$ cat src/rtl/dla_pe_array_pkg.sv
// Shared PE-array architecture description and result-word types.
package dla_pe_array_pkg;

  typedef struct packed {
    int unsigned num_features;
    int unsigned num_results_per_cycle;
  } pe_array_arch_t;

  localparam pe_array_arch_t DEFAULT_ARCH = '{num_features: 4, num_results_per_cycle: 2};
  localparam int unsigned    RESULT_WIDTH = 8;

  localparam int unsigned DEF_NF   = DEFAULT_ARCH.num_features;
  localparam int unsigned DEF_NRPC = DEFAULT_ARCH.num_results_per_cycle;

  typedef logic [DEF_NF-1:0][RESULT_WIDTH-1:0] result_slice_t;
  typedef result_slice_t [DEF_NRPC-1:0]        result_word_t;

endpackage

$ cat src/rtl/dla_pe_result_fifo.sv
// Result-word FIFO with wrap-bit pointers and a combinational head.
module dla_pe_result_fifo
  import dla_pe_array_pkg::*;
#(
  parameter type         word_t = result_word_t,
  parameter int unsigned DEPTH  = 4
) (
  input  logic  clk,
  input  logic  sclrn_i,
  input  logic  push_i,
  input  word_t wdata_i,
  input  logic  pop_i,
  output word_t head_o,
  output logic  full_o,
  output logic  empty_o
);

  localparam int PTR_W = $clog2(DEPTH);

  word_t            mem_q [DEPTH];
  logic [PTR_W:0]   wr_ptr_q, wr_ptr_d;
  logic [PTR_W:0]   rd_ptr_q, rd_ptr_d;

  // Same index with differing wrap bits means the writer lapped the reader.
  assign empty_o = (wr_ptr_q == rd_ptr_q);
  assign full_o  = (wr_ptr_q[PTR_W] != rd_ptr_q[PTR_W]) &&
                   (wr_ptr_q[PTR_W-1:0] == rd_ptr_q[PTR_W-1:0]);
  assign head_o  = mem_q[rd_ptr_q[PTR_W-1:0]];

  always_comb begin
    wr_ptr_d = wr_ptr_q;
    rd_ptr_d = rd_ptr_q;
    if (push_i) wr_ptr_d = wr_ptr_q + (PTR_W+1)'(1);
    if (pop_i)  rd_ptr_d = rd_ptr_q + (PTR_W+1)'(1);
  end

  // NOTE: sequential state uses non-blocking assignments so every register samples pre-edge values.
  always_ff @(posedge clk) begin
    if (!sclrn_i) begin
      wr_ptr_q <= '0;
      rd_ptr_q <= '0;
    end else begin
      wr_ptr_q <= wr_ptr_d;
      rd_ptr_q <= rd_ptr_d;
    end
  end

  // NOTE: storage has no reset; empty pointers make stale contents unobservable.
  always_ff @(posedge clk) begin
    if (push_i) mem_q[wr_ptr_q[PTR_W-1:0]] <= wdata_i;
  end

endmodule

$ cat src/rtl/dla_pe_result_drain.sv
// PE-array result drain: FIFO capture, slice serializer, flush credits.
// Optional statistics counters enabled by DLA_PE_RESULT_DRAIN_STATS_EN.
module dla_pe_result_drain
  import dla_pe_array_pkg::*;
#(
  parameter pe_array_arch_t ARCH       = DEFAULT_ARCH,
  parameter int unsigned    FIFO_DEPTH = 4,
  localparam int            NF         = int'(ARCH.num_features),
  localparam int            NRPC       = int'(ARCH.num_results_per_cycle)
) (
  input  logic                                        clk,
  input  logic                                        i_sclrn,
  input  logic                                        i_result_valid,
  input  logic [NRPC-1:0][NF-1:0][RESULT_WIDTH-1:0]   i_result_data,
  input  logic                                        i_flush_issue,
  output logic                                        o_flush_credit_ok,
  output logic                                        o_valid,
  output logic [NF-1:0][RESULT_WIDTH-1:0]             o_data,
  output logic                                        o_last,
  input  logic                                        i_ready,
  output logic                                        o_overflow,
  output logic [31:0]                                 o_stat_words,
  output logic [31:0]                                 o_stat_stalls
);

  typedef logic [NF-1:0][RESULT_WIDTH-1:0] slice_t;
  typedef slice_t [NRPC-1:0]               word_t;

  localparam int                 SIDX_W   = (NRPC > 1) ? $clog2(NRPC) : 1;
  localparam int                 CRED_W   = $clog2(FIFO_DEPTH + 1);
  localparam logic [SIDX_W-1:0]  LAST_IDX = SIDX_W'(NRPC - 1);
  localparam logic [CRED_W-1:0]  CRED_MAX = CRED_W'(FIFO_DEPTH);

  word_t              head;
  logic               full, empty;
  logic               handshake, pop, push;
  logic [SIDX_W-1:0]  slice_idx_q, slice_idx_d;
  logic [CRED_W-1:0]  credits_q, credits_d;
  logic               overflow_q, overflow_d;

  dla_pe_result_fifo #(.word_t(word_t), .DEPTH(FIFO_DEPTH)) u_fifo (
    .clk     (clk),
    .sclrn_i (i_sclrn),
    .push_i  (push),
    .wdata_i (i_result_data),
    .pop_i   (pop),
    .head_o  (head),
    .full_o  (full),
    .empty_o (empty)
  );

  assign o_valid           = !empty;
  assign o_last            = (slice_idx_q == LAST_IDX);
  assign o_data            = head[slice_idx_q];
  assign o_overflow        = overflow_q;
  assign o_flush_credit_ok = (credits_q != '0);

  // A pop in the same cycle frees the slot a full-FIFO write needs.
  assign handshake = o_valid && i_ready;
  assign pop       = handshake && o_last;
  assign push      = i_result_valid && (!full || pop);

  always_comb begin
    slice_idx_d = slice_idx_q;
    overflow_d  = overflow_q || (i_result_valid && full && !pop);
    credits_d   = credits_q;
    if (handshake) slice_idx_d = o_last ? '0 : slice_idx_q + SIDX_W'(1);
    if (i_flush_issue && !pop) begin
      if (credits_q != '0) credits_d = credits_q - CRED_W'(1);
    end else if (pop && !i_flush_issue) begin
      if (credits_q != CRED_MAX) credits_d = credits_q + CRED_W'(1);
    end
  end

  always_ff @(posedge clk) begin
    if (!i_sclrn) begin
      slice_idx_q <= '0;
      credits_q   <= CRED_MAX;
      overflow_q  <= 1'b0;
    end else begin
      slice_idx_q <= slice_idx_d;
      credits_q   <= credits_d;
      overflow_q  <= overflow_d;
    end
  end

`ifdef DLA_PE_RESULT_DRAIN_STATS_EN
  logic [31:0] stat_words_q, stat_stalls_q;

  always_ff @(posedge clk) begin
    if (!i_sclrn) begin
      stat_words_q  <= '0;
      stat_stalls_q <= '0;
    end else begin
      if (pop)                  stat_words_q  <= stat_words_q + 32'd1;
      if (o_valid && !i_ready)  stat_stalls_q <= stat_stalls_q + 32'd1;
    end
  end

  assign o_stat_words  = stat_words_q;
  assign o_stat_stalls = stat_stalls_q;
`else
  assign o_stat_words  = '0;
  assign o_stat_stalls = '0;
`endif

  // A flush issued with no credit means the sequencer ignored o_flush_credit_ok.
  a_no_issue_without_credit : assert property (@(posedge clk) disable iff (!i_sclrn)
    !(i_flush_issue && (credits_q == '0)));

endmodule

$ cat config.mk
export PLATFORM = sky130hd
export DESIGN_NAME = dla_pe_result_drain
export DESIGN_NICKNAME = d
export VERILOG_FILES = /design/src/rtl/dla_pe_array_pkg.sv /design/src/rtl/dla_pe_result_fifo.sv /design/src/rtl/dla_pe_result_drain.sv
export SDC_FILE = /design/constraint.sdc
export NUM_CORES = 1
export LEC_CHECK = 0
export CAP_MARGIN = 20
export CORE_MARGIN = 4
export CORE_UTILIZATION = 50
export CTS_BUF_LIST = sky130_fd_sc_hd__clkbuf_8
export CTS_CLUSTER_DIAMETER = 100
export CTS_CLUSTER_SIZE = 24
export DETAILED_ROUTE_END_ITERATION = 8
export PLACE_DENSITY_LB_ADDON = 0.3
export SETUP_SLACK_MARGIN = 0.15
export SYNTH_ARGS = -nofsm -noshare
export SYNTH_HDL_FRONTEND = slang
export SYNTH_SLANG_ARGS = --single-unit
$ cat constraint.sdc
create_clock -name clk -period 2.08 [get_ports clk]
set_input_delay 0.312 -clock clk [delete_from_list [all_inputs] [get_ports clk]]
set_output_delay 0.312 -clock clk [all_outputs]
set_load 0.02 [all_outputs]
==> impl_metrics.csv <==
group,metric,value,unit
detailed_routing,wire_per_inst,23.3,um
place,placed_area,12500,um2
yosys,avgSynthCellArea,21.3,um2
cts,clock_latency,0.51,ns
layout,final_area,13700,um2
yosys,yosysMostFrequentCell,"edfxtp_1",
critical_path,crit_slowest_cell,"mux4_1",
yosys,synth_top_cell_by_area,"edfxtp_1",
critical_path,crit_family,"multiplexers",
timing,skew,0.0162,ns
floorplan,die_w,156,um
place,port_buffers,104,
layout,seqCellArea,7970,um2
layout,syn_to_final_growth,24.9,%
floorplan,fp.dieH,156,um
cts,clockBufferDepth,3,
cts,cts-root-buf,"clkbuf_8",
detailed_routing,route.final.wire_length,23000,um
critical_path,cp-end-kind,"output port",
place,place_inst,906,
cts,cts_tree,"done",
global_route,grt_max_degree,35,
cts,clkTransAtPathRegs,0.14,ns
global_route,antenna_found_initial,1,
critical_path,start_kind,"flip-flop",
global_route,gr-total-overflow,0,
timing,rsz0062_at_grt,"yes",
place,gp_congestion,0.781,
floorplan,row_count,53,
timing,worst_slack,-0.486,ns
critical_path,critPathArrivalTime,2.25,ns
power_and_ir_drop,power,10.3,mW
floorplan,io_pins,169,
yosys,synthFlopType,"edfxtp_1",
cts,cts_max_level,1,
yosys,synth_top_cell_area_share,70.1,%
outcome,outcome,"finished, violations left",
detailed_routing,detailedRoute.firstIterationViolations,409,
detailed_routing,vias,5321,
floorplan,core_area,21300,um2
timing,worst_slew_pin_slew,0.508,ns
timing,slew_headroom,65.7,%
layout,num_antenna_cells,0,
global_route,grt_pass1_wl,31100,um
cts,cts_buffers,15,
run,drv_cap,0,
layout,drive_above_1_share,34.9,%
timing,fin_setup_tns,-13.62,ns
global_route,grt_pass1_vias,5323,
detailed_routing,ant_nets,0,
timing,period_minus_slack,2.57,ns
detailed_routing,dr.pass1.iters,4,
power_and_ir_drop,ir_drop,597,uV
timing,finalSetupViolations,34,
min_path,min_path_type,"in -> reg",
cts,clock_sinks,269,
critical_path,cp_common_cell,"buf_4",
place,dp_hpwl,12600,um
timing,max_freq,0.390,GHz
critical_path,crit_type,"reg -> out",
timing,slew_viol_final,0,
critical_path,max_stage_delay,0.54,ns
critical_path,worst-path-buf-inv,4,
yosys,synth_area_leaders,"edfxtp_1 (70%), mux4_1 (7.9%), mux4_2 (6.4%)",
timing,period_share,123,%
critical_path,critPathMaxFanout,6,
yosys,synthTopCellsByCount,"edfxtp_1 (256), buf_4 (64), mux4_1 (33), mux2_2 (32), mux4_2 (31)",
yosys,synth_area,11000,um2
power_and_ir_drop,p_per_area,755,nW/um2
layout,multi_input_area,2780,um2
yosys,synth_edf_count,256,
yosys,ys_seq_area_share,72.5,%
global_route,track_usage,16.7,%
outcome,violations,"negative setup slack",
yosys,synth.distinct_cells,38,
detailed_routing,drc,0,
detailed_routing,avgViaCountPerCell,5.39,
layout,fillers,1398,
critical_path,crit_chain,"buf_4 -> buf_12 -> buf_4 -> mux4_1 -> mux2_2 -> buf_4",
floorplan,initial_core_util,51.5,%
yosys,yosysWarnings,0,
layout,stdcell_count,988,
power_and_ir_drop,p_leak,4.73,nW
floorplan,die_area,24400,um2
critical_path,critPathRequiredTime,1.77,ns
yosys,async_reset_ff_share,0,%
yosys,ys_seq_elements,269,
layout,layout.nets,782,
timing,final_hold_viol_count,0,
yosys,syn_inst,514,
power by group:
| group | total [mW] | leakage, nW | internal [mW] | switching (mW) |
|---|---|---|---|---|
| registers | 6.27 | 2.46 | 6.20 | 0.0768 |
| logic | 1.79 | 2.10 | 0.919 | 0.870 |
| clock network | 2.28 | 0.166 | 0.714 | 1.57 |
| total | 10.3 | 4.73 | 7.83 | 2.51 |
flip-flops by register name (all words and copies together) (netlist names), named ones only:
register and flops:
u_fifo.wr_ptr_q 3, o_last 1, u_fifo.mem_q 256, o_overflow 1, u_fifo.rd_ptr_q 3, credits_q 3
cell usage in the layout (no fill, tap or decap), drive strengths merged:
cell	count
buf	105
xor2	5
nor2b	3
or3	1
clkdlybuf4s50	69
nand3	3
dfxtp	13
nor2	1
clkbuf	30
mux2	32
a21oi	2
nand4	1
ha	8
nor4	1
edfxtp	256
nand3b	2
mux4	64
nand4b	1
o21ai	4
a31oi	1
xnor2	5
and2	12
o31a	1
a21boi	2
o41a	2
dlygate4sd2	2
nand2	6
o311ai	1
conb	64
inv	15
o31ai	1
kinds of logic (layout without fill, tap and decap cells):
| kind of cell | count (synthesis) | after routing | share of synthesized area [%] |
|---|---|---|---|
| other cells | 1 | 64 | 0.0342 |
| fa+ha+maj | 8 | 8 | 0.913 |
| xor+xnor | 10 | 10 | 0.867 |
| flops | 269 | 269 | 72.5 |
| mux | 96 | 96 | 17.6 |
| simple gates | 29 | 31 | 1.58 |
| buf+inv | 88 | 221 | 5.71 |
| compound gates | 13 | 14 | 0.845 |
metrics by stage:
step           utilization, %  setup slack [ns]  hold WS (ns)
4_1_cts                  60.6            -0.541         0.374
6_report                 64.3            -0.486         0.411
3_3_place_gp             58.6            -0.259         0.483
5_1_grt                  64.3            -0.580         0.372
3_5_place_dp             58.6            -0.386         0.483
2_1_floorplan               -            0.0880         0.411
routing by layer:
layer / vias to the layer above / wire [um] / track usage [%]
li1: 2349 / - / -
met1: 2736 / 9290 / 22.2
met2: 213 / 12000 / 29.6
met3: 21 / 1480 / 2.69
met4: 2 / 242 / 3.13
met5: - / 13 / 0
cell type report:
type | instances | area share, %
Multi-Input combinational cell | 223 | 20.3
Tap cell | 275 | 2.51
Inverter | 5 | 0.137
Clock buffer | 15 | 1.51
Timing Repair Buffer | 191 | 17.0
Sequential cell | 269 | 58.2
Clock inverter | 10 | 0.393
what timing repair did:
| action | CTS | global route |
|---|---|---|
| endpoints found under the hold margin | 0 | 0 |
| gates cloned | 4 | 23 |
| resized for setup | 195 | 69 |
| buffers inserted | 11 | 19 |
| hold buffers | 0 | 0 |
| setup endpoints to repair | 38 | 261 |
| pin swaps | 6 | 13 |
path summary, 6_finish.rpt:
path                 startpoint  cells after the start                  end  slack (ns)
max                   flip-flop                      6           o_data[16]       -0.49
min reg2reg          o_overflow                      2           o_overflow        0.52
min           i_result_data[31]                      1  u_fifo.mem_q[1][31]        0.41
max reg2reg  u_fifo.wr_ptr_q[0]                     10         credits_q[2]       -0.10
Note: power is estimated with default switching activity, not from simulation.
